--- src/rtl/vga_timing_gen.sv ---
`default_nettype none
// ============================================================================
// Module      : vga_timing_gen
// Description : VGA raster timing generator with pixel request and test
//               pattern overlay. Produces registered h_sync/v_sync/de/
//               frame_start, issues data_req/req_x/req_y REQ_LEAD clocks
//               ahead of display enable, and drives colour outputs from
//               external data or a built-in pattern latched per frame.
// Ports       : sys_clk      pixel clock (rising edge)
//               rst          asynchronous active-high reset
//               en           timing enable
//               pattern_sel  00 data, 01 bars, 10 white, 11 checkerboard
//               data_req     pixel request, req_x/req_y its coordinates
//               data         pixel {R,G,B}, REQ_LEAD clocks after data_req
//               h_sync, v_sync, de, frame_start, red, green, blue
// Revision    : 1.0 - initial release
// ============================================================================
module vga_timing_gen #(
    parameter int   H_SYNC   = 128,
    parameter int   H_BACK   = 88,
    parameter int   H_ACTIVE = 800,
    parameter int   H_FRONT  = 40,
    parameter int   V_SYNC   = 4,
    parameter int   V_BACK   = 23,
    parameter int   V_ACTIVE = 600,
    parameter int   V_FRONT  = 1,
    parameter logic HS_POL   = 1'b0,
    parameter logic VS_POL   = 1'b0,
    parameter int   REQ_LEAD = 1,
    parameter int   R_W      = 5,
    parameter int   G_W      = 6,
    parameter int   B_W      = 5
) (
    input  logic                        sys_clk,
    input  logic                        rst,
    input  logic                        en,
    input  logic [1:0]                  pattern_sel,
    output logic                        data_req,
    output logic [$clog2(H_ACTIVE)-1:0] req_x,
    output logic [$clog2(V_ACTIVE)-1:0] req_y,
    input  logic [R_W+G_W+B_W-1:0]      data,
    output logic                        h_sync,
    output logic                        v_sync,
    output logic                        de,
    output logic                        frame_start,
    output logic [R_W-1:0]              red,
    output logic [G_W-1:0]              green,
    output logic [B_W-1:0]              blue
);

    localparam int c_H_TOTAL     = H_SYNC + H_BACK + H_ACTIVE + H_FRONT;
    localparam int c_V_TOTAL     = V_SYNC + V_BACK + V_ACTIVE + V_FRONT;
    localparam int c_HW          = $clog2(c_H_TOTAL);
    localparam int c_VW          = $clog2(c_V_TOTAL);
    localparam int c_XW          = $clog2(H_ACTIVE);
    localparam int c_YW          = $clog2(V_ACTIVE);
    localparam int c_H_ACT_START = H_SYNC + H_BACK;
    localparam int c_V_ACT_START = V_SYNC + V_BACK;

    localparam logic [c_HW-1:0] c_H_MAX = c_HW'(c_H_TOTAL - 1);
    localparam logic [c_VW-1:0] c_V_MAX = c_VW'(c_V_TOTAL - 1);
    localparam logic [c_HW-1:0] c_H_ONE = c_HW'(1);
    localparam logic [c_VW-1:0] c_V_ONE = c_VW'(1);

    logic [c_HW-1:0] r_h_cnt;
    logic [c_VW-1:0] r_v_cnt;
    logic            r_h_sync;
    logic            r_v_sync;
    logic            r_de;
    logic            r_frame_start;
    logic            r_data_req;
    logic [c_XW-1:0] r_req_x;
    logic [c_YW-1:0] r_req_y;
    logic [1:0]      r_pat;
    logic [2:0]      r_bar;
    logic            r_chk;

    int         w_h;
    int         w_v;
    int         w_hx;
    int         w_hr;
    int         w_vy;
    logic       w_h_act;
    logic       w_h_req;
    logic       w_v_act;
    logic       w_req;
    logic       w_fs_cond;
    logic [2:0] w_bar;
    logic       w_chk;

    logic [R_W-1:0] w_red;
    logic [G_W-1:0] w_green;
    logic [B_W-1:0] w_blue;

    // ------------------------------------------------------------------
    // Raster counters; en=0 parks them at the origin so an en rise always
    // begins a fresh frame.
    // ------------------------------------------------------------------
    always_ff @(posedge sys_clk or posedge rst) begin
        if (rst) begin
            r_h_cnt <= '0;
            r_v_cnt <= '0;
        end else if (!en) begin
            r_h_cnt <= '0;
            r_v_cnt <= '0;
        end else if (r_h_cnt == c_H_MAX) begin
            r_h_cnt <= '0;
            r_v_cnt <= (r_v_cnt == c_V_MAX) ? '0 : r_v_cnt + c_V_ONE;
        end else begin
            r_h_cnt <= r_h_cnt + c_H_ONE;
        end
    end

    // Position decode done in 32-bit signed arithmetic so offsets past the
    // counter range (h + REQ_LEAD) and negative offsets never wrap.
    assign w_h       = int'(r_h_cnt);
    assign w_v       = int'(r_v_cnt);
    assign w_hx      = w_h - c_H_ACT_START;
    assign w_hr      = w_h + REQ_LEAD - c_H_ACT_START;
    assign w_vy      = w_v - c_V_ACT_START;
    assign w_h_act   = (w_hx >= 0) && (w_hx < H_ACTIVE);
    // Lookahead window stays within the current line because
    // REQ_LEAD <= H_SYNC + H_BACK.
    assign w_h_req   = (w_hr >= 0) && (w_hr < H_ACTIVE);
    assign w_v_act   = (w_vy >= 0) && (w_vy < V_ACTIVE);
    assign w_req     = en && w_h_req && w_v_act;
    assign w_fs_cond = en && (r_h_cnt == '0) && (r_v_cnt == '0);
    assign w_bar     = 3'((w_hx * 8) / H_ACTIVE);
    assign w_chk     = w_hx[3] ^ w_vy[3];

    // ------------------------------------------------------------------
    // Registered timing outputs, one clock behind the counter state.
    // ------------------------------------------------------------------
    always_ff @(posedge sys_clk or posedge rst) begin
        if (rst) begin
            r_h_sync      <= ~HS_POL;
            r_v_sync      <= ~VS_POL;
            r_de          <= 1'b0;
            r_frame_start <= 1'b0;
            r_data_req    <= 1'b0;
            r_req_x       <= '0;
            r_req_y       <= '0;
            r_pat         <= 2'b00;
            r_bar         <= 3'd0;
            r_chk         <= 1'b0;
        end else begin
            r_h_sync      <= (en && (w_h < H_SYNC)) ? HS_POL : ~HS_POL;
            r_v_sync      <= (en && (w_v < V_SYNC)) ? VS_POL : ~VS_POL;
            r_de          <= en && w_h_act && w_v_act;
            r_frame_start <= w_fs_cond;
            r_data_req    <= w_req;
            // Coordinates hold between requests.
            if (w_req) begin
                r_req_x <= c_XW'(w_hr);
                r_req_y <= c_YW'(w_vy);
            end
            // Pattern is sampled only at the frame origin so a frame never
            // mixes two patterns.
            if (w_fs_cond) begin
                r_pat <= pattern_sel;
            end
            r_bar <= w_bar;
            r_chk <= w_chk;
        end
    end

    // ------------------------------------------------------------------
    // Colour mux. External data arrives in the same cycle as de, so it is
    // passed through combinationally; everything else is registered.
    // ------------------------------------------------------------------
    always_comb begin
        w_red   = '0;
        w_green = '0;
        w_blue  = '0;
        if (r_de) begin
            case (r_pat)
                2'b00: {w_red, w_green, w_blue} = data;
                2'b01: begin
                    // Bar order white..black is the binary count of the
                    // index with each of G, R, B inverted.
                    w_red   = {R_W{~r_bar[1]}};
                    w_green = {G_W{~r_bar[2]}};
                    w_blue  = {B_W{~r_bar[0]}};
                end
                2'b10: begin
                    w_red   = '1;
                    w_green = '1;
                    w_blue  = '1;
                end
                default: begin
                    if (!r_chk) begin
                        w_red   = '1;
                        w_green = '1;
                        w_blue  = '1;
                    end
                end
            endcase
        end
    end

    assign h_sync      = r_h_sync;
    assign v_sync      = r_v_sync;
    assign de          = r_de;
    assign frame_start = r_frame_start;
    assign data_req    = r_data_req;
    assign req_x       = r_req_x;
    assign req_y       = r_req_y;
    assign red         = w_red;
    assign green       = w_green;
    assign blue        = w_blue;

endmodule
`default_nettype wire

--- config.mk ---
export PLATFORM = sky130hd
export DESIGN_NAME = vga_timing_gen
export DESIGN_NICKNAME = d
export VERILOG_FILES = /design/src/rtl/vga_timing_gen.sv
export SDC_FILE = /design/constraint.sdc
export NUM_CORES = 1
export LEC_CHECK = 0
export ABC_AREA = 1
export CAP_MARGIN = 10
export CORE_MARGIN = 2
export CORE_UTILIZATION = 28
export DETAILED_ROUTE_END_ITERATION = 8
export PLACE_DENSITY = 0.55
export SLEW_MARGIN = 20
export SYNTH_ARGS = -nofsm -noshare
export SYNTH_HDL_FRONTEND = slang
export SYNTH_SLANG_ARGS = --single-unit
--- constraint.sdc ---
create_clock -name sys_clk -period 3.62 [get_ports sys_clk]
set_clock_uncertainty 0.2 [all_clocks]
set_input_delay 0.724 -clock sys_clk [delete_from_list [all_inputs] [get_ports sys_clk]]
set_output_delay 0.724 -clock sys_clk [all_outputs]
set_load 0.05 [all_outputs]
==> summary.md, run 1 <==
| Metric | Value |
|---|---|
| Initial core utilization | 28.9% |
| # hold bufs at CTS | 0 |
| Synthesized area | 0.00367 mm^2 |
| Clk sink count | 52 |
| Total track usage | 13.7% |
| Post-DRT Antenna Nets | 0 |
| Post-synth EDFFs | 0 |
| Unrepaired setup endpoints after global routing | yes |
| Slew Limit Fails | 0 |
| Worst EP required | 3.63 ns |
| CP dominant cell by count | nand2_2 |
| Die width | 119 um |
| Final worst path period need | 3.60 ns |
| Clock Tree Buf Depth | 2 |
| Root buffer cell | clkbuf_16 |
| Sequential share of power | 45.3% |
| Grt total ovfl | 0 |
| Sw frac | 25.6% |
| Most numerous cell in the Yosys netlist | nand2_1 |
| Setup WS pre-CTS | -0.0355 ns |
| Hpwl dp | 7630 um |
| Pwr/cell area | 277 mW/mm^2 |
| Vias in the first global route | 3533 |
| Slowest-stage cell, CP | dfrtp_1 |
| Syn Nets | 545 |
| Vias per Instance | 4.74 |
| Clock power share | 42.1% |
| Port Buffers | 61 |
| Slew margin rel. | 41.9% |
| CTS clock-pin slew for the worst setup and hold paths | 0.07 ns |
| Final worst slack | 0.0150 ns |
| Register bit total from synthesis | 52 |
| CP startpoint kind | flip-flop |
| Synth area leader | dfrtp_1 |
| Clk_lat worst skew | 0.29 ns |
| Switching power | 372 uW |
| Total negative setup slack | 0 ns |
| Synth Instances | 516 |
| Vias | 3693 |
| CP Max Fanout | 5 |
| Routed Wire Length | 10400 um |
| Layout cells sized above 1 | 26.5% |
| Core area | 0.0127 mm^2 |
| Io pins | 62 |
| Arrival time at the worst endpoint | 3.62 ns |
| Yosys top cell area share | 34.0% |
| Critical path origin | r_h_cnt[3]$_DFF_PP0_ |
| Worst hold start | req_x[0]$_DFFE_PP0P_ |
| Synth unique cells | 43 |
| Max IR drop VDD | 0.170 mV |
| Asr flop ratio synth | 100% |
| Fin crit share | 99.6% |
| Synth top cells by count | nand2_1 (125), nor2_1 (61), inv_1 (58) |
| Final Hold Fails | 0 |
| Pleak | 0.00244 uW |
| Max incr delay on CP | 0.44 ns |
| Drt pass-1 iters | 5 |
| Post-synth top flop | dfrtp_1 |
| DR iter-0 viols | 143 |
| # setup viols final | 0 |
| Mean Syn Cell Area | 7.12 um^2 |
| Area occupied by registers | 0.00131 mm^2 |
| Max-cap viol count | 0 |
| Syn-to-layout area delta | 42.6% |
| P_int | 1080 uW |
| H-tree depth | 2 |
| First-pass GRT wire length | 16300 um |
| Largest net degree at the start of global routing | 33 |
| CTS tree | yes |
| Fraction of the yosys area taken by sequential cells | 35.5% |
| Synth area leaders | dfrtp_1 (34%), nand2_1 (13%), nor2_1 (6.2%), xor2_1 (6.0%), inv_1 (5.9%) |
| Logic pwr share | 12.6% |
| Multi-input logic area | 0.00236 mm^2 |
| DRC errors left | 0 |
| CP bufs+invs | 6 |
| Rows | 41 |
| Critical path type | reg2reg |
| GP Congestion | 0.867 |
| Final nets | 635 |
| CP Capture Type | flip-flop |
| Reg2reg start | r_h_cnt[3]$_DFF_PP0_ |
| Initial antenna violation count | 0 |
| Hold Path Class | reg2reg |
| CP delay by family, top | simple AND/OR/NAND/NOR gates |
| Status | finished clean |
| Synth warn | 0 |
| DR WL/cell | 13.3 um |
| Diodes inserted | 0 |
| Num CTS Buffers | 5 |
| DIE HEIGHT | 119 um |
| Worst-Margin Slew | 0.864 ns |
| Die area | 0.0141 mm^2 |
| Fill cell count | 1341 |
| Fmax | 277 MHz |
==> layer usage <==
layer / track usage, % / vias to the layer above / wire, um / share of wire [%]
met2: 25.0 / 84 / 5260 / 51
met1: 17.2 / 1759 / 4560 / 44
met4: 2.75 / 0 / 143 / 1.4
li1: - / 1835 / - / -
met5: 0 / - / 0 / 0
met3: 2.03 / 15 / 416 / 4.0
==> timing repair <==
item,in CTS,in global routing
resized for setup,3,89
gates cloned,0,0
pin swaps,0,48
setup endpoints to repair,2,2
setup buffers,2,21
==> cell type report <==
class | instances | share of cell area (%)
Inverter | 72 | 5.54
Multi-Input combinational cell | 380 | 45.1
Clock buffer | 6 | 2.46
Timing Repair Buffer | 95 | 16.7
Sequential cell | 52 | 24.9
Tap cell | 172 | 4.11
Clock inverter | 2 | 1.15
==> layout by cell type (no fill, tap or decap), types with 2 or more instances in the layout <==
| cell type | instances |
|---|---|
| nand2_1 | 94 |
| clkdlybuf4s50_1 | 61 |
| nor2_1 | 56 |
| inv_1 | 50 |
| dfrtp_1 | 48 |
| nand2_2 | 38 |
| buf_4 | 31 |
| nand3_1 | 25 |
| nor3_1 | 25 |
| o21ai_0 | 23 |
| xor2_1 | 23 |
| inv_2 | 17 |
| nand3_2 | 13 |
| a21oi_1 | 11 |
| nand2_4 | 10 |
| nor2_4 | 6 |
| nor4_1 | 6 |
| nor2_2 | 5 |
| clkbuf_16 | 5 |
| nand3_4 | 4 |
| a31oi_1 | 4 |
| inv_4 | 3 |
| nand4_1 | 3 |
| nand4_4 | 3 |
| ha_4 | 3 |
| ha_1 | 3 |
| buf_6 | 3 |
| o21ai_1 | 2 |
| a211oi_1 | 2 |
| o21ai_2 | 2 |
| xor2_2 | 2 |
| ha_2 | 2 |
| bufinv_16 | 2 |
| dfstp_2 | 2 |
| dfrtp_2 | 2 |
==> registers in the layout (all words and copies together) (netlist names) <==
| register | cells |
|---|---|
| h_sync | 1 |
| de | 1 |
| r_pat | 2 |
| req_x | 10 |
| data_req | 1 |
| r_h_cnt | 11 |
| r_bar | 3 |
| v_sync | 1 |
| r_v_cnt | 10 |
| r_chk | 1 |
| req_y | 10 |
| frame_start | 1 |
==> worst paths after layout <==
path                                         to  slack, ns  cells past startpoint
min reg2reg                req_x[0]$_DFFE_PP0P_       0.28                      2
min in group asynchronous  req_y[3]$_DFFE_PP0P_       0.59                      2
max in group asynchronous    r_bar[2]$_DFF_PP0_       2.01                      3
max                          r_bar[2]$_DFF_PP0_       0.02                     30
max reg2reg                  r_bar[2]$_DFF_PP0_       0.02                     30
min                        req_x[0]$_DFFE_PP0P_       0.28                      2
==> power by group through the flow <==
stage	Combinational [uW]	Sequential, uW	Clock [uW]
6_report	182	658	611
5_1_grt	203	665	646
4_1_cts	178	658	622
3_5_place_dp	177	669	0
3_3_place_gp	175	667	0
2_1_floorplan	144	632	0
==> worst register-to-register path: cells and delay by family, from the launching register on <==
family	cells	cell delay, ns
flops	1	0.44
buf+inv	6	0.45
fa+ha+maj	2	0.44
xor+xnor	1	0.14
compound gates	1	0.03
simple gates	20	1.82
==> logic make-up after synthesis <==
kind of cell               synth area share, %
AOI/OAI and AO/OA                         8.89
xor gates and xnor gates                  5.96
adders and majority gates                 2.72
buffers and inverters                     9.12
DFF                                       35.5
muxes                                    0.306
and+or+nand+nor                           37.5
==> per-stage QoR <==
step	util, %	hold slack (ns)	power [uW]	std cells	cell area, um^2
2_1_floorplan	-	0.249	776	516	3670
6_report	41.2	0.284	1450	779	5240
4_1_cts	37.3	0.288	1460	758	4740
3_3_place_gp	35.6	0.266	843	748	4530
5_1_grt	41.2	0.317	1520	779	5240
3_5_place_dp	35.6	0.270	845	748	4530
No activity file was read; power rests on OpenSTA's default activity.
==> inputs of run 2 (changes only) <==
--- a/config.mk
+++ b/config.mk
@@ -8,9 +8,10 @@
 export ABC_AREA = 1
 export CAP_MARGIN = 10
 export CORE_MARGIN = 2
-export CORE_UTILIZATION = 28
+export CORE_UTILIZATION = 50
+export CTS_CLUSTER_SIZE = 20
 export DETAILED_ROUTE_END_ITERATION = 8
-export PLACE_DENSITY = 0.55
+export PLACE_DENSITY = 0.83
 export SLEW_MARGIN = 20
 export SYNTH_ARGS = -nofsm -noshare
 export SYNTH_HDL_FRONTEND = slang
==> constraint.sdc (replaced) <==
create_clock -name sys_clk -period 3.7 [get_ports sys_clk]
set_clock_uncertainty 0.2 [all_clocks]
set_input_delay 0.74 -clock sys_clk [delete_from_list [all_inputs] [get_ports sys_clk]]
set_output_delay 0.74 -clock sys_clk [all_outputs]
set_load 0.05 [all_outputs]
==> summary.md, run 2 (same netlist as run 1, synthesis figures left out) <==
| Metric | Value |
|---|---|
| Worst-Margin Slew | 0.879 ns |
| Critical path type | reg2reg |
| Largest reg by FF count | r_h_cnt |
| GP Congestion | 0.924 |
| Dpl cell area | 0.00441 mm^2 |
| Port Buffers | 61 |
| DIE HEIGHT | 89.7 um |
| Pleak | 0.00236 uW |
| Worst Hold End | req_x[4]$_DFFE_PP0P_ |
| H-tree depth | 2 |
| Status | complete, but fails checks |
| Routed Wire Length | 10500 um |
| Max IR drop VDD | 0.217 mV |
| # setup viols final | 1 |
| CP Capture Type | flip-flop |
| Slew margin rel. | 40.8% |
| CP bufs+invs | 3 |
| Hpwl dp | 7140 um |
| Commonest non-fill, non-tap cells in the layout | nand2_1 (100), clkdlybuf4s50_1 (61), nor2_1 (57) |
| Final worst path period need | 3.71 ns |
| Met2 global-route usage | 41.5% |
| CTS clock-pin slew for the worst setup and hold paths | 0.10 ns |
| Met3 usage | 4.19% |
| Final Hold Fails | 0 |
| Core area | 0.00718 mm^2 |
| GR Layer Usage met1 | 27.3% |
| Grt total ovfl | 0 |
| Drt pass-1 iters | 5 |
| Hold path cells | 2 |
| Root buffer cell | clkbuf_8 |
| Pwr/cell area | 248 mW/mm^2 |
| CP startpoint kind | flip-flop |
| Vias in the first global route | 3462 |
| Post-route design area | 0.00501 mm^2 |
| Io pins | 62 |
| Die width | 89.7 um |
| Reg2reg start | r_h_cnt[4]$_DFF_PP0_ |
| Layout cells sized above 1 | 24.7% |
| Max incr delay on CP | 0.49 ns |
| Initial antenna violation count | 0 |
| Total track usage | 22.7% |
| Worst hold start | req_x[4]$_DFFE_PP0P_ |
| First-pass GRT wire length | 15300 um |
| Fmax | 270 MHz |
| CP delay by family, top | simple AND/OR/NAND/NOR gates |
| Final worst slack | -0.00687 ns |
| Unrepaired setup endpoints after global routing | yes |
| Clk_lat worst skew | 0.31 ns |
| Most common cell after layout, fill and taps aside | nand2_1 |
| Arrival time at the worst endpoint | 3.74 ns |
| Vias per Instance | 5.47 |
| Final nets | 627 |
| Fin Hold WS | 0.294 ns |
| CP dominant cell by count | nand2_2 |
| R2R Path End | r_bar[2]$_DFF_PP0_ |
| Clock Tree Buf Depth | 2 |
| Violated checks | negative setup slack |
| Placed Cells incl. Taps | 672 |
| Fill cell count | 521 |
| Num CTS Buffers | 5 |
| Fin crit share | 100% |
| CTS tree | yes |
| Clk sink count | 52 |
| Largest net degree at the start of global routing | 53 |
| Hold Path Class | reg2reg |
| Initial core utilization | 51.2% |
| Final std cells w/o fill | 698 |
| Die area | 0.00805 mm^2 |
| Rows | 31 |
| CP Max Fanout | 5 |
| DR WL/cell | 15.0 um |
| Max reg flops | 11 |
| DRC errors left | 0 |
| Syn-to-layout area delta | 36.2% |
| Max-cap viol count | 0 |
| Slew Limit Fails | 0 |
| Flop-to-flop setup slack | -0.007 ns |
| Diodes inserted | 0 |
| Post-DRT Antenna Nets | 0 |
| Slowest-stage cell, CP | dfrtp_2 |
| Worst EP required | 3.74 ns |
| R2R depth | 28 |
| Vias | 3815 |
| DR iter-0 viols | 350 |
| Gr busiest metal | met2 |
[run 2: cell count changes in the layout (fill, tap and decap cells not counted), moves of 3 or more]
cell       delta
nand2_2       -4
nand2_1       +6
buf_4         -9
nand3_2       -3
clkbuf_8      +6
clkbuf_16     -5
nand3_1       +3
[run 2: layer usage]
| layer | up-vias | share of wire (%) |
|---|---|---|
| met5 | - | 0 |
| met4 | 0 | 2.8 |
| met3 | 34 | 6.3 |
| met2 | 165 | 51 |
| met1 | 1795 | 40 |
| li1 | 1821 | - |
[run 2: final cells by class]
| type | instances | area (um^2) | area share [%] |
|---|---|---|---|
| inverter | 72 | 289 | 5.77 |
| clock inverter | 2 | 38.8 | 0.775 |
| timing repair buffer | 86 | 810 | 16.2 |
| sequential | 52 | 1310 | 26.1 |
| tap | 99 | 124 | 2.47 |
| clock buffer | 6 | 82.6 | 1.65 |
| multi-input combinational | 380 | 2340 | 46.8 |
| timing repair inverter | 1 | 8.76 | 0.175 |
[run 2: through the flow]
step                setup slack (ns)  TNS [ns]  util, %  power (uW)
floorplan                      0.394         0        -         760
global placement               0.211         0     61.5         820
detailed placement          -0.00744  -0.00744     61.5         832
CTS                          0.00260         0     63.4        1240
global route                  -0.265    -0.493     69.8        1300
finish                      -0.00687  -0.00687     69.8        1240
[run 2: where the power goes]
group / internal, uW / switching (uW)
Clock: 221 / 187
Sequential: 589 / 40.2
Combinational: 82.9 / 120
[run 2: worst max-delay path by stage]
| stage | from | to | slack, ns | cells past startpoint |
|---|---|---|---|---|
| after global placement | r_h_cnt[3]$_DFF_PP0_ | r_bar[2]$_DFF_PP0_ | 0.21 | 27 |
| final | r_h_cnt[4]$_DFF_PP0_ | r_bar[2]$_DFF_PP0_ | -0.007 | 28 |
| after floorplan | r_h_cnt[3]$_DFF_PP0_ | r_bar[2]$_DFF_PP0_ | 0.39 | 25 |
| after CTS | r_h_cnt[3]$_DFF_PP0_ | r_bar[2]$_DFF_PP0_ | 0.003 | 26 |
| after detailed placement | r_h_cnt[3]$_DFF_PP0_ | r_bar[2]$_DFF_PP0_ | -0.007 | 26 |
| after global routing | r_h_cnt[4]$_DFF_PP0_ | r_bar[2]$_DFF_PP0_ | -0.26 | 30 |
[run 2: timing repair]
item                       in CTS  in global routing
gates resized for setup         0                 86
setup buffers                   2                 15
gates cloned                    0                  1
pin swaps                       0                 48
setup endpoints to repair       1                  2
hold buffers                    0                  0
[run 2: worst reg2reg max path: cells and delay by family (launching register included)]
| kind | cells | cell delay, ns |
|---|---|---|
| buffers and inverters | 3 | 0.17 |
| adder cells (fa/ha/maj) | 2 | 0.35 |
| AO/OA/AOI/OAI | 1 | 0.09 |
| flip-flops | 1 | 0.49 |
| XOR/XNOR | 1 | 0.16 |
| AND/OR/NAND/NOR | 21 | 2.17 |
==> inputs of run 3 (changes only) <==
==> constraint.sdc (replaced) <==
create_clock -name sys_clk -period 3.67 [get_ports sys_clk]
set_clock_uncertainty 0.2 [all_clocks]
set_input_delay 0.734 -clock sys_clk [delete_from_list [all_inputs] [get_ports sys_clk]]
set_output_delay 0.734 -clock sys_clk [all_outputs]
set_load 0.05 [all_outputs]
==> summary.md, run 3 (same netlist as run 1, synthesis figures left out) <==
| Metric | Value |
|---|---|
| DIE HEIGHT | 89.7 um |
| First-pass GRT wire length | 15700 um |
| CP Max Fanout | 4 |
| Fill cell count | 526 |
| Fin util | 69.8% |
| Arrival time at the worst endpoint | 3.87 ns |
| Dpl cell area | 0.00441 mm^2 |
| Grt total ovfl | 0 |
| Vias | 3872 |
| P_int | 816 uW |
| Hpwl dp | 7250 um |
| Post-route design area | 0.00501 mm^2 |
| Slew margin rel. | 40.6% |
| Clk sink count | 52 |
| Max-cap viol count | 0 |
| Port Buffers | 61 |
| Diodes inserted | 0 |
| Worst-Margin Slew | 0.883 ns |
| CTS clock-pin slew for the worst setup and hold paths | 0.11 ns |
| Sequential share of power | 53.6% |
| Vias in the first global route | 3517 |
| Rows | 31 |
| CTS tree | yes |
| # setup viols final | 2 |
| Die width | 89.7 um |
| Max reg flops | 11 |
| Reg2reg start | r_h_cnt[3]$_DFF_PP0_ |
| Unrepaired setup endpoints after global routing | yes |
| Pleak | 0.00236 uW |
| Routed Wire Length | 10800 um |
| Io pins | 62 |
| Logic pwr share | 17.3% |
| Violated checks | negative setup slack |
| Drt pass-1 iters | 8 |
| Hold Path Class | reg2reg |
| H-tree depth | 2 |
| Most common cell after layout, fill and taps aside | nand2_1 |
| Total negative setup slack | -0.287 ns |
| Largest net degree at the start of global routing | 53 |
| Fmax | 261 MHz |
| DRC errors left | 0 |
| Root buffer cell | clkbuf_8 |
| Initial core utilization | 51.2% |
| Core area | 0.00718 mm^2 |
| GP Congestion | 0.924 |
| Slew Limit Fails | 0 |
| Worst hold start | req_y[8]$_DFFE_PP0P_ |
| DR WL/cell | 15.5 um |
| Syn-to-layout area delta | 36.2% |
| Final Hold Fails | 0 |
| Fin Hold WS | 0.298 ns |
| Status | complete, but fails checks |
| Num CTS Buffers | 5 |
| Sw frac | 31.0% |
| Final nets | 630 |
| Final worst slack | -0.159 ns |
| Switching power | 366 uW |
| Critical path type | reg2reg |
| Post-DRT Antenna Nets | 0 |
| Clock Tree Buf Depth | 2 |
| Commonest non-fill, non-tap cells in the layout | nand2_1 (102), clkdlybuf4s50_1 (61), nor2_1 (57) |
| Clk_lat worst skew | 0.32 ns |
| Clock power share | 29.1% |
| Final worst path period need | 3.83 ns |
| Initial antenna violation count | 0 |
| Pwr/cell area | 236 mW/mm^2 |
| Worst EP required | 3.71 ns |
| Largest reg by FF count | r_h_cnt |
| Max IR drop VDD | 0.212 mV |
| CP Capture Type | flip-flop |
| Die area | 0.00805 mm^2 |
| Vias per Instance | 5.52 |
| DR iter-0 viols | 341 |
| CP startpoint kind | flip-flop |
| Fin crit share | 104% |
| Total track usage | 23.2% |
| Layout cells sized above 1 | 24.8% |
| Critical path origin | r_h_cnt[3]$_DFF_PP0_ |
run 3: layout make-up:
| cell class | count | area [um^2] | share of cell area [%] |
|---|---|---|---|
| timing repair buffer | 90 | 843 | 16.8 |
| clock buffer | 5 | 68.8 | 1.37 |
| inverter | 72 | 292 | 5.82 |
| sequential | 52 | 1310 | 26.1 |
| tap | 99 | 124 | 2.47 |
| multi-input combinational | 380 | 2340 | 46.8 |
| clock inverter | 3 | 26.3 | 0.525 |
run 3: stage by stage:
stage	total power (uW)	setup slack, ns	instances
after global placement	827	0.181	672
after CTS	1180	0.0209	682
after detailed placement	838	-0.0692	672
final	1180	-0.159	701
after global routing	1240	-0.288	701
after floorplan	766	0.364	516
run 3: what timing repair did:
item	4_1_cts	5_1_grt
setup endpoints to repair	2	2
buffers inserted	2	19
hold buffers	0	0
cloned	0	0
pin swaps	0	36
resized for setup	7	79
run 3: worst paths after layout:
kind                       cells past startpoint  slack [ns]                    to
setup / recovery                              27       -0.16    r_bar[2]$_DFF_PP0_
hold / removal                                 2        0.30  req_y[8]$_DFFE_PP0P_
setup reg to reg                              27       -0.16    r_bar[2]$_DFF_PP0_
hold reg to reg                                2        0.30  req_y[8]$_DFFE_PP0P_
max in group asynchronous                      2        2.02  r_h_cnt[6]$_DFF_PP0_
min in group asynchronous                      2        0.68  req_y[3]$_DFFE_PP0P_
run 3: power groups by stage:
| stage | registers (uW) | clock network (uW) | logic, uW |
|---|---|---|---|
| 2_1_floorplan | 623 | 0 | 142 |
| 3_3_place_gp | 642 | 0 | 185 |
| 5_1_grt | 638 | 374 | 224 |
| 6_report | 634 | 344 | 204 |
| 3_5_place_dp | 645 | 0 | 193 |
| 4_1_cts | 634 | 347 | 195 |
run 3: worst max-delay path: stages, from the launching register on:
cell	delay [ns]
dfrtp_2	0.49
ha_4	0.19
nand2_1	0.08
inv_1	0.08
nor2_4	0.13
nand3_2	0.12
nand2_1	0.13
nand2_2	0.10
nand2_4	0.10
nand3_4	0.09
o21ai_2	0.20
nand2_2	0.11
nand3_1	0.18
nand2_2	0.11
nor2_1	0.16
xor2_1	0.22
nand2_2	0.08
nand2_2	0.09
inv_2	0.06
nand2_2	0.08
nand2_1	0.07
nand2_2	0.07
nand3_2	0.08
nand2_2	0.09
inv_2	0.04
ha_4	0.15
nor2_4	0.08
xor2_1	0.17
run 3: layer usage:
metal  wire (um)  vias up  part of all wire [%]  GRT usage, %
li1            -     1819                     -             -
met1        4310     1809                    40          28.2
met2        5490      204                    51          41.9
met3         739       40                   6.8          4.11
met4         306        0                   2.8          7.56
met5           0        -                     0             0
